$ cat config.mk
export PLATFORM = sky130hd
export DESIGN_NAME = clock_config_tx_flat
export DESIGN_NICKNAME = d
export VERILOG_FILES = /design/src/rtl/clock_config_if.sv /design/src/rtl/clock_config_tx.sv /design/src/flat_wrapper.sv
export SDC_FILE = /design/constraint.sdc
export NUM_CORES = 1
export LEC_CHECK = 0
export CORE_MARGIN = 2
export CORE_UTILIZATION = 28
export CTS_BUF_LIST = sky130_fd_sc_hd__clkbuf_8
export DETAILED_ROUTE_END_ITERATION = 10
export PLACE_DENSITY = 0.45
export SLEW_MARGIN = 20
export SYNTH_ARGS = -nofsm -noshare
export SYNTH_HDL_FRONTEND = slang
export SYNTH_SLANG_ARGS = --single-unit
$ cat constraint.sdc
create_clock -name clk -period 2.7 [get_ports clk]
set_input_delay 0.27 -clock clk [delete_from_list [all_inputs] [get_ports clk]]
set_output_delay 0.27 -clock clk [all_outputs]
set_load 0.05 [all_outputs]
$ cat src/rtl/clock_config_if.sv
// Config-word handshake plus the serial link toward the clock divider.
// The master modport is the config-logic side; the slave modport is the transmitter.
interface clock_config_if #(
    parameter int DATA_W = 32
) ();
    logic [DATA_W-1:0] cfg_data;
    logic              cfg_valid;
    logic              cfg_ready;
    logic              clock_change_mode;
    logic              clock_max_count;
    logic              busy;
    logic              done;

    modport master (
        output cfg_data,
        output cfg_valid,
        input  cfg_ready,
        input  clock_change_mode,
        input  clock_max_count,
        input  busy,
        input  done
    );

    modport slave (
        input  cfg_data,
        input  cfg_valid,
        output cfg_ready,
        output clock_change_mode,
        output clock_max_count,
        output busy,
        output done
    );
endinterface

$ cat src/rtl/clock_config_tx.sv
// Serialises a DATA_W-bit max-count word LSB-first under a mode-high envelope for the
// clock divider: LEAD filler cycles, DATA_W data cycles, then GAP idle cycles.
module clock_config_tx #(
    parameter int DATA_W = 32,
    parameter int LEAD   = 2,
    parameter int GAP    = 2
) (
    input  logic           clk,
    input  logic           rst,
    clock_config_if.slave  cfg
);
    localparam int LEAD_CW = (LEAD > 1) ? $clog2(LEAD) : 1;
    localparam int BIT_CW  = (DATA_W > 1) ? $clog2(DATA_W) : 1;
    localparam int GAP_CW  = (GAP > 1) ? $clog2(GAP) : 1;

    localparam logic [LEAD_CW-1:0] LEAD_LAST = LEAD_CW'(LEAD - 1);
    localparam logic [BIT_CW-1:0]  BIT_LAST  = BIT_CW'(DATA_W - 1);
    localparam logic [GAP_CW-1:0]  GAP_LAST  = GAP_CW'(GAP - 1);

    typedef enum logic [1:0] {
        ST_IDLE  = 2'd0,
        ST_LEAD  = 2'd1,
        ST_SHIFT = 2'd2,
        ST_GAP   = 2'd3
    } state_t;

    state_t              state_r;
    logic [DATA_W-1:0]   shreg_r;
    logic [LEAD_CW-1:0]  lead_cnt_r;
    logic [BIT_CW-1:0]   bit_cnt_r;
    logic [GAP_CW-1:0]   gap_cnt_r;
    logic                ready_r;
    logic                mode_r;
    logic                data_r;
    logic                busy_r;
    logic                done_r;

    // Frame sequencer: every output is a register updated on the state transitions.
    always_ff @(posedge clk) begin
        if (rst) begin
            state_r    <= ST_IDLE;
            shreg_r    <= '0;
            lead_cnt_r <= '0;
            bit_cnt_r  <= '0;
            gap_cnt_r  <= '0;
            ready_r    <= 1'b0;
            mode_r     <= 1'b0;
            data_r     <= 1'b0;
            busy_r     <= 1'b0;
            done_r     <= 1'b0;
        end else begin
            case (state_r)
                ST_IDLE: begin
                    mode_r <= 1'b0;
                    data_r <= 1'b0;
                    done_r <= 1'b0;
                    if (ready_r && cfg.cfg_valid) begin
                        shreg_r    <= cfg.cfg_data;
                        lead_cnt_r <= '0;
                        ready_r    <= 1'b0;
                        busy_r     <= 1'b1;
                        mode_r     <= 1'b1;
                        state_r    <= ST_LEAD;
                    end else begin
                        ready_r <= 1'b1;
                        busy_r  <= 1'b0;
                    end
                end
                // Filler cycles give the receiver time to see the envelope edge and clear its index.
                ST_LEAD: begin
                    if (lead_cnt_r == LEAD_LAST) begin
                        data_r    <= shreg_r[0];
                        shreg_r   <= {1'b0, shreg_r[DATA_W-1:1]};
                        bit_cnt_r <= '0;
                        state_r   <= ST_SHIFT;
                    end else begin
                        lead_cnt_r <= lead_cnt_r + LEAD_CW'(1);
                    end
                end
                ST_SHIFT: begin
                    if (bit_cnt_r == BIT_LAST) begin
                        mode_r    <= 1'b0;
                        data_r    <= 1'b0;
                        done_r    <= 1'b1;
                        gap_cnt_r <= '0;
                        state_r   <= ST_GAP;
                    end else begin
                        bit_cnt_r <= bit_cnt_r + BIT_CW'(1);
                        data_r    <= shreg_r[0];
                        shreg_r   <= {1'b0, shreg_r[DATA_W-1:1]};
                    end
                end
                ST_GAP: begin
                    done_r <= 1'b0;
                    if (gap_cnt_r == GAP_LAST) begin
                        busy_r  <= 1'b0;
                        ready_r <= 1'b1;
                        state_r <= ST_IDLE;
                    end else begin
                        gap_cnt_r <= gap_cnt_r + GAP_CW'(1);
                    end
                end
                default: begin
                    state_r <= ST_IDLE;
                    ready_r <= 1'b0;
                    mode_r  <= 1'b0;
                    data_r  <= 1'b0;
                    busy_r  <= 1'b0;
                    done_r  <= 1'b0;
                end
            endcase
        end
    end

    assign cfg.cfg_ready         = ready_r;
    assign cfg.clock_change_mode = mode_r;
    assign cfg.clock_max_count   = data_r;
    assign cfg.busy              = busy_r;
    assign cfg.done              = done_r;
endmodule

$ cat src/flat_wrapper.sv
// flat-port wrapper written by rule: the top's interface ports become plain ports
module clock_config_tx_flat 
#(
    parameter int DATA_W = 32,
    parameter int LEAD   = 2,
    parameter int GAP    = 2
)
  (clk, rst, cfg_cfg_data, cfg_cfg_valid, cfg_cfg_ready, cfg_clock_change_mode, cfg_clock_max_count, cfg_busy, cfg_done);
  clock_config_if #(.DATA_W(DATA_W)) cfg_i ();
  input  logic clk;
  input  logic rst;
  input wire logic [$bits(cfg_i.cfg_data)-1:0] cfg_cfg_data;
  input wire logic [$bits(cfg_i.cfg_valid)-1:0] cfg_cfg_valid;
  output wire logic [$bits(cfg_i.cfg_ready)-1:0] cfg_cfg_ready;
  output wire logic [$bits(cfg_i.clock_change_mode)-1:0] cfg_clock_change_mode;
  output wire logic [$bits(cfg_i.clock_max_count)-1:0] cfg_clock_max_count;
  output wire logic [$bits(cfg_i.busy)-1:0] cfg_busy;
  output wire logic [$bits(cfg_i.done)-1:0] cfg_done;
  assign cfg_i.cfg_data = cfg_cfg_data;
  assign cfg_i.cfg_valid = cfg_cfg_valid;
  assign cfg_cfg_ready = cfg_i.cfg_ready;
  assign cfg_clock_change_mode = cfg_i.clock_change_mode;
  assign cfg_clock_max_count = cfg_i.clock_max_count;
  assign cfg_busy = cfg_i.busy;
  assign cfg_done = cfg_i.done;
  clock_config_tx #(.DATA_W(DATA_W), .LEAD(LEAD), .GAP(GAP)) u_core (.clk(clk), .rst(rst), .cfg(cfg_i));
endmodule
==> results_dict.tcl, run 1 <==
set metrics [dict create \
    drv_cap 0 \
    p_sw_share_pct 34.9 \
    powerDensity_mw_per_mm2 1020 \
    final_util_pct 35.5 \
    wl_mm 5.20 \
    path_max_fanout 18 \
    p_switching_mw 1.16 \
    clk_pin_slew_ns 0.09 \
    crit_buf_inv 1 \
    drtIter0Drc 68 \
    syn2layout_area_growth_pct 24.4 \
    power_frac_clock_pct 15.5 \
    dr.pass1.iters 4 \
    syn-num-nets 303 \
    path_cells "ha_1 > and3_1 > ha_1 > and2_1 > or4_4 > buf_12 > mux2_4" \
    intPower_mw 2.16 \
    synth_top_cell_area_share_pct 35.3 \
    overflow 0 \
    syn_area_sq_mm 0.00261 \
    startpoint_type "flip-flop" \
    met1_usage_pct 14.2 \
    yosysTopAreaCell "dfxtp_1" \
    synth_cells 261 \
    dp_hpwl_mm 3.51 \
    cts.repair.resized 0 \
    core_sq_mm 0.00915 \
    finalPower_mw 3.32 \
    cpMaxStageDelayCell "or4_4" \
    grt_util_all_layers_pct 10.3 \
    cts-root-buf "clkbuf_8" \
    slew_violations 0 \
    timing.fmax_ghz 0.438 \
    crit_path_end_kind "flip-flop" \
    grt_util_met3_pct 2.29 \
    slew_headroom_pct 58.4 \
    grt_pass1_wl_mm 8.34 \
    top_usage_layer "met2" \
    p_leak_nw 1.32 \
    fin_skew_ns 0.0124 \
    setup_viol 0 \
    avgSynthCellArea_sq_um 10.0 \
    ios 40 \
    min_path_type "reg2reg" \
    via_per_inst 4.50 \
    clkLatencyLatePin_ns 0.30 \
    port_buffers 39 \
    post-route-min-period_ns 2.28 \
    crit_path_frequent_cell "ha_1" \
    ys_top_cells_by_area "dfxtp_1 (35%), mux2_4 (17%), mux2i_1 (13%)" \
    p_comb_share_pct 54.1 \
    postRouteAntennaNets 0 \
    period_share_pct 84.5 \
    instances_no_fill 409 \
    clkSinkCount 46 \
    grt_pass1_vias 1730 \
    fin_nets 339 \
    cts_tree "done" \
    tightest_slew_ns 0.625 \
    num_rows 35 \
    tns_ns 0 \
    ys_seq_elements 46 \
    cts_buffer_depth 2 \
    antennaDiodeCount 0 \
    gp_congestion 0.692 \
    cts_made_buffers 5 \
    seqPwrFrac_pct 30.4 \
    yosysSeqAreaShare_pct 35.3 \
    grt_use_met2_pct 16.0 \
    critPathTopFamily "simple AND/OR/NAND/NOR gates" \
    drc_errors 0 \
    vias 1841 \
    post_cts_buffers 0 \
    vdd_drop_max_v 0.000414 \
    worstPathArrival_ns 2.47 \
    drive_above_1_share_pct 18.1 \
    dpl.cell_count 401 \
    cp.required_ns 2.89 \
    slowest_delay_ns 0.56 \
    dieArea_sq_mm 0.0101 \
    grt_max_degree 66 \
    status "finished clean" \
    synth_cell_types 33 \
    antenna_found_initial 0 \
    die-height_microns 101 \
    wl_per_cell_microns 12.7 \
    die_w_microns 101 \
    start_util_pct 28.5 \
    fillers 933 \
    htree_levels 2 \
    yosys_warnings 0 \
    crit_type "reg2reg" \
    rsz0062_at_grt "false" \
    hold_viol 0 \
    postCtsHoldBufs 0 \
]
-- flip-flops by register name, summed over array words and instances (netlist names) --
signal                        cells
u_core.cfg.done                   1
u_core.lead_cnt_r                 1
u_core.shreg_r                   32
u_core.state_r                    2
u_core.gap_cnt_r                  1
u_core.cfg.clock_max_count        1
u_core.cfg.cfg_ready              1
u_core.cfg.busy                   1
u_core.bit_cnt_r                  5
u_core.cfg.clock_change_mode      1
-- worst register-to-register path, stage by stage, from the launching register on --
cell and delay, ns:
dfxtp_1 0.34, ha_1 0.21, and3_1 0.18, ha_1 0.19, and2_1 0.19, or4_4 0.56
buf_12 0.19, mux2_4 0.31
-- cell families after synthesis --
family / synth area share, %
AND/OR/NAND/NOR: 20.7
multiplexers: 31.5
flip-flops: 35.3
buffers and inverters: 4.41
AO/OA/AOI/OAI: 4.70
adder cells (fa/ha/maj): 3.36
-- cell usage after synthesis (all sizes together) --
| cell type | number |
|---|---|
| a2111o | 1 |
| a21boi | 1 |
| a21oi | 8 |
| a221oi | 1 |
| and2 | 1 |
| and3 | 1 |
| buf | 7 |
| clkbuf | 11 |
| dfxtp | 46 |
| ha | 7 |
| inv | 4 |
| mux2 | 32 |
| mux2i | 35 |
| nand2 | 2 |
| nand2b | 6 |
| nand3 | 4 |
| nand3b | 3 |
| nor2 | 35 |
| nor2b | 36 |
| nor3 | 1 |
| nor4 | 2 |
| nor4b | 1 |
| o21ai | 4 |
| o22ai | 2 |
| o31ai | 3 |
| or2 | 1 |
| or3 | 1 |
| or3b | 3 |
| or4 | 2 |
-- per-stage QoR --
step	hold slack (ns)	area, sq um	setup slack (ns)
floorplan	0.448	2610	0.450
global placement	0.460	3130	0.452
detailed placement	0.466	3130	0.443
CTS	0.480	3240	0.417
global route	0.502	3250	0.338
finish	0.481	3250	0.419
-- metal layers --
metal	vias up	share of wire [%]
li1	967	-
met1	846	49
met2	26	46
met3	2	3.4
met4	0	0.73
met5	-	0
-- path summary, 6_finish.rpt --
| path | start | to | slack, ns | cells past startpoint |
|---|---|---|---|---|
| setup / recovery | u_core.bit_cnt_r[0] | u_core.shreg_r[25] | 0.42 | 7 |
| hold / removal | u_core.shreg_r[31] | u_core.shreg_r[31] | 0.48 | 2 |
| setup reg to reg | u_core.bit_cnt_r[0] | u_core.shreg_r[25] | 0.42 | 7 |
| hold reg to reg | u_core.shreg_r[31] | u_core.shreg_r[31] | 0.48 | 2 |
-- cell type report --
class	instances	area (sq um)	share of cell area (%)
multi-input cells	193	1580	48.6
inverters	4	15.0	0.462
well taps	111	139	4.28
clock buffers	5	68.8	2.12
clock inverters	3	41.3	1.27
flip-flops and latches	46	921	28.4
repair buffers	47	485	15.0
-- placed cells by master, fill, tap and decap left out, types with 2 or more instances in the layout --
cell             count
nand3_1              4
mux2i_1             35
inv_1                5
nor4_1               2
or3b_2               3
nand2b_1             6
clkdlybuf4s50_1     38
o31ai_1              3
clkbuf_8             5
o21ai_0              4
a21oi_1              8
nor2_1              35
nand2_1              2
dfxtp_1             46
buf_12               3
mux2_4              30
buf_4                6
ha_1                 6
nor2b_1             36
o22ai_1              2
nand3b_1             3
mux2_2               2
-- power by group through the flow --
stage               clock (mW)  sequential [mW]  combinational, mW
floorplan                    0             1.03               1.40
CTS                      0.537             1.01               1.82
global placement             0             1.02               1.81
detailed placement           0             1.02               1.81
global route             0.565             1.04               1.94
finish                   0.513             1.01               1.80
Power figures use the tool's default switching activity.
==> inputs of run 2 (changes only) <==
Clock period 2.7 ns to 2.2 ns, I/O delays scaled along.
==> run 2 against run 1 <==
Net effect: global-route usage rose by 0.61 points; routed wire length rose by 4.8%; first-iteration DRC count fell by 51%; register-to-register slack got worse by 0.37 ns; clock power rose by 9.2%; critical path depth did not move; combinational power rose by 32%; worst setup slack got worse by 0.37 ns; clock-buffer cell count rose by 1; power rose by 26%; maximum frequency rose by 6.0%; highest routed layer unchanged; sequential power rose by 22%.
==> results_dict.tcl, run 2 (synthesis results as in run 1) <==
set metrics [dict create \
    status "finished clean" \
    postCtsHoldBufs 0 \
    p_leak_nw 1.35 \
    startpoint_type "flip-flop" \
    cp-startpoint "u_core.bit_cnt_r[1]" \
    reg2regPathDepth 7 \
    dr.max_layer_used "met4" \
    num_rows 35 \
    dr.pass1.iters 4 \
    clkSinkCount 46 \
    path_max_fanout 15 \
    drc_errors 0 \
    drv_cap 0 \
    wl_met3_microns 134 \
    port_buffers 39 \
    grt_max_degree 48 \
    via_per_inst 4.53 \
    wl_met1_mm 2.74 \
    die-height_microns 101 \
    grt_util_all_layers_pct 10.9 \
    hold_viol 0 \
    crit_type "reg2reg" \
    post-route-min-period_ns 2.15 \
    final_common_cell "dfxtp_1" \
    rsz0062_at_grt "false" \
    largest_reg_flops 32 \
    start_util_pct 28.5 \
    clkLatencyLatePin_ns 0.30 \
    clk_pin_slew_ns 0.09 \
    reg_top3 "u_core.shreg_r (32), u_core.bit_cnt_r (5), u_core.state_r (2)" \
    crit_path_end_kind "flip-flop" \
    tns_ns 0 \
    powerDensity_mw_per_mm2 1250 \
    vdd_drop_max_v 0.000497 \
    fin_skew_ns 0.00604 \
    fin_nets 346 \
    dp_slack_ns 0.0309 \
    fillers 926 \
    layout_setup_ws_ns 0.0486 \
    grt_pass1_wl_mm 8.84 \
    overflow 0 \
    cts.repair.resized 0 \
    die_w_microns 101 \
    ios 40 \
    vias 1883 \
    gp_congestion 0.685 \
    cts-root-buf "clkbuf_8" \
    cts_buffer_depth 2 \
    cts_tree "done" \
    postRouteAntennaNets 0 \
    cp.required_ns 2.40 \
    path_cells "ha_2 > and3_4 > ha_4 > and2_4 > or4_4 > buf_16 > mux2_4" \
    holdPathStages 3 \
    post_cts_buffers 0 \
    cpMaxStageDelayCell "or4_4" \
    antenna_found_initial 0 \
    grt_pass1_vias 1867 \
    min_path_type "in2reg" \
    dp_hpwl_mm 3.54 \
    hold_path.startpoint "rst" \
    antennaDiodeCount 0 \
    reg2reg_from "u_core.bit_cnt_r[1]" \
    cts_made_buffers 5 \
    core_sq_mm 0.00915 \
    slew_violations 0 \
    wl_mm 5.45 \
    period_share_pct 97.8 \
    htree_levels 2 \
    wl_per_cell_microns 13.1 \
    drtIter0Drc 33 \
    slew_headroom_pct 67.0 \
    regMostFlops "u_core.shreg_r" \
    final_cell_mix "dfxtp_1 (44), clkdlybuf4s50_1 (38), nor2b_1 (36)" \
    tightest_slew_ns 0.494 \
    timing.fmax_ghz 0.465 \
    drive_above_1_share_pct 22.3 \
    worstPathArrival_ns 2.35 \
    syn2layout_area_growth_pct 27.8 \
    setup_viol 0 \
    met2WireLength_mm 2.49 \
    dieArea_sq_mm 0.0101 \
    slowest_delay_ns 0.54 \
]
-- run 2: cell types whose count changed in the layout (fill, tap and decap cells not counted), sizes merged --
cell / before / now
bufinv: 1 / 0
clkbuf: 5 / 7
clkinv: 0 / 1
buf: 9 / 15
inv: 5 / 4
-- run 2: metrics by stage --
stage          hold slack (ns)  power [mW]  instance area [sq um]  cells  util, %
4_1_cts                  0.343        4.08                   3290    414     36.0
2_1_floorplan            0.449        3.03                   2650    261        -
5_1_grt                  0.371        4.46                   3340    416     36.4
6_report                 0.365        4.17                   3340    416     36.4
3_5_place_dp             0.471        3.49                   3200    406     34.9
3_3_place_gp             0.467        3.49                   3200    406     34.9
-- run 2: area by class of cell --
type	instances	area [sq um]	share of cell area [%]
clock inverters	2	12.5	0.375
inverters	4	15.0	0.450
clock buffers	6	82.6	2.48
flip-flops and latches	46	923	27.7
well taps	111	139	4.16
repair buffers	54	564	16.9
multi-input cells	193	1600	47.9
-- run 2: report_power, final --
part / total (mW) / internal [mW] / leakage, nW / switching [mW]
clock network: 0.560 / 0.253 / 0.0472 / 0.307
registers: 1.23 / 1.10 / 0.376 / 0.134
logic: 2.38 / 1.33 / 0.928 / 1.05
-- run 2: worst max-delay path: cells and delay by family (launching register included) --
family	cells	cell delay (ns)
mux	1	0.30
flops	1	0.34
simple gates	3	0.87
fa+ha+maj	2	0.34
buf+inv	1	0.20
-- run 2: final timing paths --
path                                end  slack, ns
max                  u_core.shreg_r[22]       0.05
min          u_core.cfg.clock_max_count       0.37
max reg2reg          u_core.shreg_r[22]       0.05
min reg2reg         u_core.bit_cnt_r[1]       0.48
-- run 2: layer usage --
layer / up-vias / global-route usage [%]
li1: 980 / -
met1: 874 / 14.4
met2: 23 / 18.0
met3: 6 / 1.80
met4: 0 / 3.79
met5: - / 0
